==> src/rtl/rand_pkg.sv <==
// Shared types and LFSR helpers for the random-number request arbiter.
// Used by lfsr13_core and rand_req_arbiter.
package rand_pkg;

  localparam int LFSR_W = 13;
  localparam logic [LFSR_W-1:0] LFSR_TAPS = 13'h100D;

  typedef enum logic [1:0] {
    IDLE  = 2'd0,
    MIX   = 2'd1,
    GRANT = 2'd2
  } rarb_state_t;

  // Next register value for one step. A zero state would lock up, so it reloads the seed.
  function automatic logic [LFSR_W-1:0] lfsr_next(input logic [LFSR_W-1:0] cur,
                                                  input logic [LFSR_W-1:0] seed);
    logic [LFSR_W-1:0] nxt;
    if (cur == '0) begin
      nxt = seed;
    end else begin
      nxt = {cur[LFSR_W-2:0], ^(cur & LFSR_TAPS)};
    end
    return nxt;
  endfunction

endpackage

==> src/rtl/lfsr13_core.sv <==
// 13-bit Fibonacci LFSR with step/load controls and a zero-state reload guard.
// The register updates on the rising clock edge; reset restores SEED asynchronously.
module lfsr13_core
  import rand_pkg::*;
#(
  parameter logic [LFSR_W-1:0] SEED = 13'h000F
) (
  input  logic              clock,
  input  logic              reset,
  input  logic              step,
  input  logic              load,
  input  logic [LFSR_W-1:0] load_val,
  output logic [LFSR_W-1:0] q
);

  logic [LFSR_W-1:0] q_q;
  logic [LFSR_W-1:0] q_d;

  always_comb begin
    q_d = q_q;
    if (q_q == '0) begin
      q_d = SEED;
    end else if (load) begin
      q_d = load_val;
    end else if (step) begin
      q_d = lfsr_next(q_q, SEED);
    end
  end

  always_ff @(posedge clock or posedge reset) begin
    if (reset) begin
      q_q <= SEED;
    end else begin
      q_q <= q_d;
    end
  end

  assign q = q_q;

endmodule

==> src/rtl/rand_req_arbiter.sv <==
// Round-robin arbiter that hands out one LFSR value per grant, mixing SHIFTS steps first.
// Optional runtime reseeding is enabled by defining RAND_SEED_LOAD_EN.
module rand_req_arbiter
  import rand_pkg::*;
#(
  parameter int                NUM_REQ = 4,
  parameter int                SHIFTS  = 13,
  parameter logic [LFSR_W-1:0] SEED    = 13'h000F
) (
  input  logic               clock,
  input  logic               reset,
`ifdef RAND_SEED_LOAD_EN
  input  logic               seed_load,
  input  logic [LFSR_W-1:0]  seed_in,
`endif
  input  logic [NUM_REQ-1:0] req,
  output logic [NUM_REQ-1:0] gnt,
  output logic [LFSR_W-1:0]  rnd_out,
  output logic               busy
);

  localparam int PTR_W = (NUM_REQ > 1) ? $clog2(NUM_REQ) : 1;
  localparam logic [3:0] CNT_LAST = 4'(SHIFTS - 1);
  localparam logic [PTR_W-1:0] PTR_LAST = PTR_W'(NUM_REQ - 1);

  rarb_state_t       state_q, state_d;
  logic [3:0]        cnt_q, cnt_d;
  logic [PTR_W-1:0]  ptr_q, ptr_d;
  logic [PTR_W-1:0]  win_q, win_d;
  logic [LFSR_W-1:0] rnd_q, rnd_d;

  logic              lfsr_step;
  logic              lfsr_load;
  logic [LFSR_W-1:0] lfsr_load_val;
  logic [LFSR_W-1:0] lfsr_q;

  logic              seed_load_w;
  logic [LFSR_W-1:0] seed_in_w;

`ifdef RAND_SEED_LOAD_EN
  assign seed_load_w = seed_load;
  assign seed_in_w   = seed_in;
`else
  assign seed_load_w = 1'b0;
  assign seed_in_w   = '0;
`endif

  // A zero seed would park the LFSR, so it falls back to the build-time seed.
  assign lfsr_load_val = (seed_in_w == '0) ? SEED : seed_in_w;

  lfsr13_core #(
    .SEED (SEED)
  ) u_lfsr (
    .clock    (clock),
    .reset    (reset),
    .step     (lfsr_step),
    .load     (lfsr_load),
    .load_val (lfsr_load_val),
    .q        (lfsr_q)
  );

  logic             scan_hit;
  logic [PTR_W-1:0] scan_idx;
  int               scan_pos;

  // Descending walk so the closest set bit at or after ptr is the one that sticks.
  always_comb begin
    scan_hit = 1'b0;
    scan_idx = ptr_q;
    scan_pos = 0;
    for (int i = NUM_REQ - 1; i >= 0; i--) begin
      scan_pos = int'(ptr_q) + i;
      if (scan_pos >= NUM_REQ) begin
        scan_pos = scan_pos - NUM_REQ;
      end
      if (req[scan_pos]) begin
        scan_hit = 1'b1;
        scan_idx = PTR_W'(scan_pos);
      end
    end
  end

  always_comb begin
    state_d   = state_q;
    cnt_d     = cnt_q;
    ptr_d     = ptr_q;
    win_d     = win_q;
    rnd_d     = rnd_q;
    lfsr_step = 1'b0;
    lfsr_load = 1'b0;
    unique case (state_q)
      IDLE: begin
        if (seed_load_w) begin
          lfsr_load = 1'b1;
        end else if (scan_hit) begin
          win_d   = scan_idx;
          cnt_d   = 4'd0;
          state_d = MIX;
        end
      end
      MIX: begin
        lfsr_step = 1'b1;
        cnt_d     = cnt_q + 4'd1;
        if (cnt_q == CNT_LAST) begin
          if (req[win_q]) begin
            // Capture the post-step value now so it is on rnd_out during the grant cycle.
            rnd_d   = lfsr_next(lfsr_q, SEED);
            state_d = GRANT;
          end else begin
            state_d = IDLE;
          end
        end
      end
      GRANT: begin
        ptr_d   = (win_q == PTR_LAST) ? '0 : PTR_W'(win_q + 1'b1);
        state_d = IDLE;
      end
      default: begin
        state_d = IDLE;
      end
    endcase
  end

  always_ff @(posedge clock or posedge reset) begin
    if (reset) begin
      state_q <= IDLE;
      cnt_q   <= 4'd0;
      ptr_q   <= '0;
      win_q   <= '0;
      rnd_q   <= '0;
    end else begin
      state_q <= state_d;
      cnt_q   <= cnt_d;
      ptr_q   <= ptr_d;
      win_q   <= win_d;
      rnd_q   <= rnd_d;
    end
  end

  always_comb begin
    gnt = '0;
    if (state_q == GRANT) begin
      gnt[win_q] = 1'b1;
    end
  end

  assign rnd_out = rnd_q;
  assign busy    = (state_q != IDLE);

endmodule

==> config.mk <==
export PLATFORM = sky130hd
export DESIGN_NAME = rand_req_arbiter
export DESIGN_NICKNAME = d
export VERILOG_FILES = /design/src/rtl/rand_pkg.sv /design/src/rtl/lfsr13_core.sv /design/src/rtl/rand_req_arbiter.sv
export SDC_FILE = /design/constraint.sdc
export NUM_CORES = 1
export LEC_CHECK = 0
export ABC_AREA = 0
export CORE_AREA = 2 2 71 73
export DETAILED_ROUTE_END_ITERATION = 7
export DIE_AREA = 0 0 73 75
export PLACE_DENSITY = 0.72
export SYNTH_ARGS = -nofsm -noshare
export SYNTH_HDL_FRONTEND = slang
export SYNTH_HIERARCHICAL = 1
export SYNTH_SLANG_ARGS = --single-unit
==> constraint.sdc <==
create_clock -name clock -period 1.5 [get_ports clock]
set_clock_uncertainty 0.1 [all_clocks]
set_input_delay 0.225 -clock clock [delete_from_list [all_inputs] [get_ports clock]]
set_output_delay 0.225 -clock clock [all_outputs]
set_load 0.1 [all_outputs]
==> results.yml, run 1 <==
status:
  status: "complete, but fails checks"
  violations: "negative setup slack"
worst_setup_path:
  cp.depth: 3
  critPathLaunchType: "register"
  cpMaxStageDelayCell: "mux4_2"
  crit_fanout: 5
  path_class: "register to register"
  r2r_start: "win_q[1]$_DFFE_PP0P_"
  reg2reg_setup_slack_ns: -0.21
  required_ns: 1.58
  endpoint: "rnd_out[6]$_DFFE_PP0P_"
  cp_top_family: "multiplexers"
  worst_r2r_endpoint: "rnd_out[6]$_DFFE_PP0P_"
  crit_chain: "mux4_2 -> nand3_4 -> mux2_4"
  worstSetupStartpoint: "win_q[1]$_DFFE_PP0P_"
  cpPeakStageDelay_ns: 0.58
  critPathArrivalTime_ns: 1.78
  crit_buf_inv: 0
  endpoint_kind: "register"
  worstRegToRegCells: 3
sta:
  post-route-period-util: 1.14
  setup_ws_ns: -0.206
  hold_violations: 0
  max_freq_mhz: 586
  fin_crit_ns: 1.71
  fin_hold_ws_ns: 0.184
  setup_viol: 31
  rsz0062_at_grt: "true"
  drv_slew: 0
global_routing:
  grt_pass1_vias: 1527
  grt_pass1_wl_um: 7210
  grt-ovfl-total: 0
  antenna_found_initial: 0
  grtUsageTotal: 0.177
  grt_max_degree: 24
die:
  core_area_mm2: 0.00466
  ios: 24
  die_x_um: 73
  row_count: 25
  die_h_um: 75
  die_area_mm2: 0.00548
  initial_core_util: 0.437
logic_synthesis:
  seq_area_frac_synth: 0.445
  synth_edf_count: 0
  synth_common_cells: "dfrtp_1 (32), nor2_1 (17), inv_1 (16)"
  netlist_instances: 186
  synth_top_area_cell: "dfrtp_1"
  syn_area_mm2: 0.00204
  async_flop_share: 1.00
  synth_cell_types: 42
  yosysMostFrequentCell: "dfrtp_1"
  ys_ff_latch: 36
  synth_top_area_share: 0.393
  avgSynthCellArea_um2: 10.9
  ys_warn_count: 6
  synth.top_cells.by_area: "dfrtp_1 (39%), mux2_2 (7.2%), mux2i_1 (6.4%), mux2_4 (5.9%), dfstp_2 (5.2%)"
  synth_flop_cell: "dfrtp_1"
layout:
  final_layout_size_suffix_gt1_frac: 0.444
  num-fill-cells: 323
  antennaDiodeCount: 0
  area_delta_synth_final_pct: 53.7
  final-seq-area_um2: 906
  finalNonFillerCells: 315
  nNetsFinal: 274
  final_core_util: 0.671
  multi_input_area_mm2: 0.00123
run:
  cap_violations: 0
clocking:
  cts-root-buf: "clkbuf_8"
  cts_hold_buf: 0
  clk_pin_slew_ns: 0.08
  cts_tree: "done"
  clk_path_buf_depth: 2
  cts_num_sinks: 36
  cts_buffers: 5
  insertion_delay_ns: 0.29
  htreeDepth: 2
route:
  detail_route.vias_per_cell: 5.05
  drt_pass1_iterations: 4
  drc: 0
  wl_per_cell_um: 15.1
  vias: 1591
  drt_iter0_drc: 158
  postRouteAntennaNets: 0
  drt_wl_total_um: 4770
worst_hold_path:
  hp-class: "primary input to async pin"
place:
  routabilityCongestion: 0.876
  placed_cells: 297
  dpl.hpwl_um: 3030
  portBuffers: 23
pwr:
  cellPowerDensity_mw_per_mm2: 2200
  peakVddDrop_v: 0.00203
  leakage_nw: 1.54
-- worst min path at each step --
stage	endpoint	cells past startpoint	from	slack (ns)
3_3_place_gp	cnt_q[3]$_DFFE_PP0P_	1	cnt_q[3]$_DFFE_PP0P_	0.39
6_report	u_lfsr/q[7]$_DFFE_PP0P_	3	reset	0.18
4_1_cts	u_lfsr/q[7]$_DFFE_PP0P_	3	reset	0.17
3_5_place_dp	cnt_q[3]$_DFFE_PP0P_	1	cnt_q[3]$_DFFE_PP0P_	0.39
5_1_grt	u_lfsr/q[7]$_DFFE_PP0P_	3	reset	0.22
2_1_floorplan	u_lfsr/q[10]$_DFFE_PP0P_	1	reset	-0.0009
-- worst reg2reg max path, delay by kind of cell, from the launching register on --
kind             cells  cell delay, ns
DFF                  1            0.40
and+or+nand+nor      1            0.19
muxes                2            0.91
-- registers in the layout, indices dropped and copies added (netlist names) --
signal / flops
u_lfsr/q: 13
rnd_out: 13
ptr_q: 2
win_q: 2
cnt_q: 4
state_q: 2
-- kinds of logic after synthesis --
kind of cell / share of synthesized area
simple gates: 0.159
flops: 0.445
mux: 0.206
compound gates: 0.0744
buf+inv: 0.0504
fa+ha+maj: 0.0492
xor+xnor: 0.0129
other cells: 0.00369
-- what timing repair did --
action	CTS	global route
setup endpoints to repair	33	37
pin swaps	4	5
resized for setup	29	14
gates cloned	0	1
buffers inserted	5	4
-- final cells by class --
type                       count  share of cell area
timing repair buffer          59               0.236
clock buffer                   5              0.0220
inverter                      16              0.0224
multi-input combinational    142               0.394
sequential                    36               0.289
clock inverter                 3              0.0148
tap                           54              0.0216
-- placed cells by master, fill, tap and decap left out, types with 2 or more instances in the layout --
master	count
nand2_1	10
conb_1	14
or2_4	2
o21ai_1	4
ha_1	3
inv_2	2
dlymetal6s2s_1	2
mux2_4	16
o41ai_1	2
a21oi_1	4
xnor2_1	2
buf_4	27
nor4_2	2
nand3_1	3
nor2_1	17
buf_6	7
o211ai_1	2
dfstp_2	4
mux2i_1	13
o21ai_0	5
mux2_2	5
nor4_1	2
clkbuf_8	5
nand2b_1	2
clkdlybuf4s50_1	3
buf_12	20
inv_1	12
ha_4	5
dfrtp_1	32
inv_6	3
and3_1	2
nor2b_1	2
and2_4	4
-- per-layer routing --
metal  GRT usage  vias up  wire length, um
met5           0        -                0
met4      0.0905        0               78
met1       0.234      757             2060
li1            -      782                -
met3      0.0308        5              199
met2       0.280       47             2430
-- report_power, final --
part	switching [mW]	internal, mW	leakage [nW]	total (mW)
Combinational	2.26	1.89	1.06	4.16
Sequential	0.457	1.39	0.430	1.84
Clock	0.371	0.500	0.0548	0.872
Total	3.09	3.78	1.54	6.87
-- stage by stage --
step           setup slack (ns)  TNS, ns  cell area, um^2  power [mW]
4_1_cts                  -0.165    -3.36             3030        6.78
6_report                 -0.206    -3.86             3130        6.87
2_1_floorplan            -0.109    -1.19             2100        4.12
3_5_place_dp             -0.408    -7.17             2760        5.61
5_1_grt                  -0.241    -5.58             3130        7.22
3_3_place_gp             -0.371    -6.81             2760        5.54
(Power assumes the default switching activity.)
==> run 2: changes to the inputs <==
- ABC_AREA: 0 -> 1
- CORE_AREA: 2 2 71 73 -> 2 2 75 77
- DIE_AREA: 0 0 73 75 -> 0 0 77 79
- PLACE_DENSITY: 0.72 -> 0.62
- clock period: 1.5 -> 1.6 ns (I/O delays scaled with it)
==> run 2 against run 1 <==
Compared with the run above: the run still ends with negative setup slack left; largest power group unchanged; worst setup slack improved by 0.13 ns; die area increased by 11%; first-iteration DRC count decreased by 68%; synthesized area increased by 14%; synthesized cell count increased by 74%; utilization decreased by 6.1 points; count of clock-buffer cells in the layout increased by 1.
==> results.yml, run 2 <==
worst_hold_path:
  hp-class: "primary input to async pin"
die:
  initial_core_util: 0.435
  die_h_um: 79
  die_x_um: 77
  core_area_mm2: 0.00534
  ios: 24
  die_area_mm2: 0.00608
  row_count: 27
logic_synthesis:
  yosysMostFrequentCell: "nand2_1"
  synth_edf_count: 0
  syn_area_mm2: 0.00232
  netlist_instances: 323
  synth.top_cells.by_area: "dfrtp_1 (34%), nand2_1 (18%), inv_1 (6.5%), nand3_1 (5.6%), dfstp_2 (4.5%)"
  synth_cell_types: 30
  ys_ff_latch: 36
  synth_top_area_share: 0.345
  async_flop_share: 1.00
  synth_top_area_cell: "dfrtp_1"
  avgSynthCellArea_um2: 7.19
  seq_area_frac_synth: 0.390
  ys_warn_count: 6
  synth_flop_cell: "dfrtp_1"
  synth_common_cells: "nand2_1 (109), inv_1 (40), dfrtp_1 (32)"
worst_setup_path:
  crit_fanout: 4
  critPathArrivalTime_ns: 1.33
  required_ns: 1.26
  cpMaxStageDelayCell: "dfrtp_1"
  crit_buf_inv: 3
  crit_path_frequent_cell: "inv_2"
  cp_top_family: "flip-flops"
  critPathLaunchType: "register"
  endpoint_kind: "output pin"
  cpPeakStageDelay_ns: 0.44
  path_class: "register to output pin"
  crit_chain: "inv_2 -> ha_4 -> inv_2 -> nor2_4 -> buf_12"
place:
  dpl_cell_area_mm2: 0.00297
  routabilityCongestion: 0.862
  dpl.hpwl_um: 3870
  placed_cells: 444
  dp_slack_ns: -0.155
  portBuffers: 23
sta:
  fin_crit_ns: 1.67
  fin_hold_ws_ns: 0.184
  max_freq_mhz: 598
  setup_viol: 4
  hold_violations: 0
  setup_ws_ns: -0.0722
  post-route-period-util: 1.05
  drv_slew: 0
  rsz0062_at_grt: "true"
layout:
  final-seq-area_um2: 908
  antennaDiodeCount: 0
  num-fill-cells: 517
  area_delta_synth_final_pct: 40.3
  most-common-layout-cells: "nand2_1 (104), inv_1 (30), dfrtp_1 (30)"
  multi_input_area_mm2: 0.00136
  final_layout_size_suffix_gt1_frac: 0.305
  final_core_util: 0.611
  finalNonFillerCells: 459
  nNetsFinal: 400
  layout_commonest_cell: "nand2_1"
  final_cell_area_mm2: 0.00326
clocking:
  cts-root-buf: "clkbuf_8"
  cts_buffers: 5
  cts_tree: "done"
  clk_pin_slew_ns: 0.07
  insertion_delay_ns: 0.29
  cts_num_sinks: 36
  htreeDepth: 2
  clk_path_buf_depth: 2
route:
  drt_pass1_iterations: 4
  wl_per_cell_um: 11.1
  vias: 2109
  drc: 0
  drt_wl_total_um: 5100
  detail_route.vias_per_cell: 4.59
  postRouteAntennaNets: 0
  drt_iter0_drc: 50
global_routing:
  grtUsageTotal: 0.188
  grt_pass1_vias: 2072
  grt_max_degree: 24
  grt_pass1_wl_um: 9140
  grt-ovfl-total: 0
  antenna_found_initial: 0
status:
  violations: "negative setup slack"
  status: "complete, but fails checks"
pwr:
  leakage_nw: 1.67
  cellPowerDensity_mw_per_mm2: 2100
  peakVddDrop_v: 0.000762
run:
  cap_violations: 0
[run 2: changes by cell type after synthesis, moves of 4 or more]
cell / before / now
nand2_2: 0 / 11
nand2_4: 0 / 4
inv_1: 16 / 40
nand3_1: 3 / 26
o21ai_1: 0 / 6
nor2_4: 0 / 4
nand2_1: 11 / 109
inv_2: 0 / 6
nor2_1: 17 / 23
o21ai_0: 9 / 13
a21oi_1: 4 / 8
mux2_4: 8 / 0
mux2_2: 13 / 0
mux2i_1: 13 / 0
[run 2: path summary, 6_finish.rpt]
check	slack, ns	depth (start not counted)	start	end
setup / recovery	-0.07	5	win_q[0]$_DFFE_PP0P_	gnt[2]
hold / removal	0.18	2	reset	u_lfsr/q[5]$_DFFE_PP0P_
setup reg to reg	0.03	7	u_lfsr/q[3]$_DFFE_PP1P_	rnd_out[0]$_DFFE_PP0P_
hold reg to reg	0.41	2	u_lfsr/q[2]$_DFFE_PP1P_	u_lfsr/q[2]$_DFFE_PP1P_
max in group asynchronous	0.88	2	reset	u_lfsr/q[1]$_DFFE_PP1P_
min in group clock	0.41	2	u_lfsr/q[2]$_DFFE_PP1P_	u_lfsr/q[2]$_DFFE_PP1P_
[run 2: report_power, final]
group,internal [mW],switching [mW]
registers,1.30,0.428
logic,1.73,2.71
clock network,0.343,0.326
total,3.38,3.46
[run 2: logic make-up after synthesis]
kind of cell / Yosys count / share of synthesized area
xor+xnor: 3 / 0.0113
buf+inv: 53 / 0.106
compound gates: 34 / 0.0835
fa+ha+maj: 8 / 0.0431
other cells: 2 / 0.00323
flops: 36 / 0.390
simple gates: 187 / 0.363
[run 2: cell type report]
class                      count  area share
tap                           72      0.0276
multi-input combinational    250       0.418
clock inverter                 2     0.00307
inverter                      47      0.0595
sequential                    36       0.279
timing repair buffer          46       0.187
clock buffer                   6      0.0253
[run 2: repair_timing]
action                                  4_1_cts  5_1_grt
pin swaps                                     8       13
setup buffers                                 2        5
hold buffers                                  0        0
hold endpoints to repair                      0        0
resized for setup                            19       26
endpoints found under the setup margin        8       33
[run 2: layer usage]
metal,global-route usage,share of wire,vias up
li1,-,-,1108
met1,0.224,0.43,945
met2,0.339,0.51,48
met3,0.0307,0.036,8
met4,0.0714,0.016,0
met5,0,0,-
[run 2: through the flow]
step | TNS, ns | power, mW
finish | -0.195 | 6.84
global route | -0.684 | 7.36
CTS | -0.409 | 6.62
detailed placement | -1.79 | 5.79
global placement | -1.29 | 5.75
floorplan | -0.930 | 4.46
[run 2: worst register-to-register path: cells and delay by family (launching register included)]
kind | cells | cell delay [ns]
xor gates and xnor gates | 2 | 0.27
adders and majority gates | 1 | 0.27
buffers and inverters | 1 | 0.06
DFF | 1 | 0.58
and+or+nand+nor | 3 | 0.19
==> run 3: changes to the inputs <==
- GPL_ROUTABILITY_DRIVEN: unset -> 0
==> results of run 3 <==
The final DEF is identical to that of run 2; final timing and power are the same.
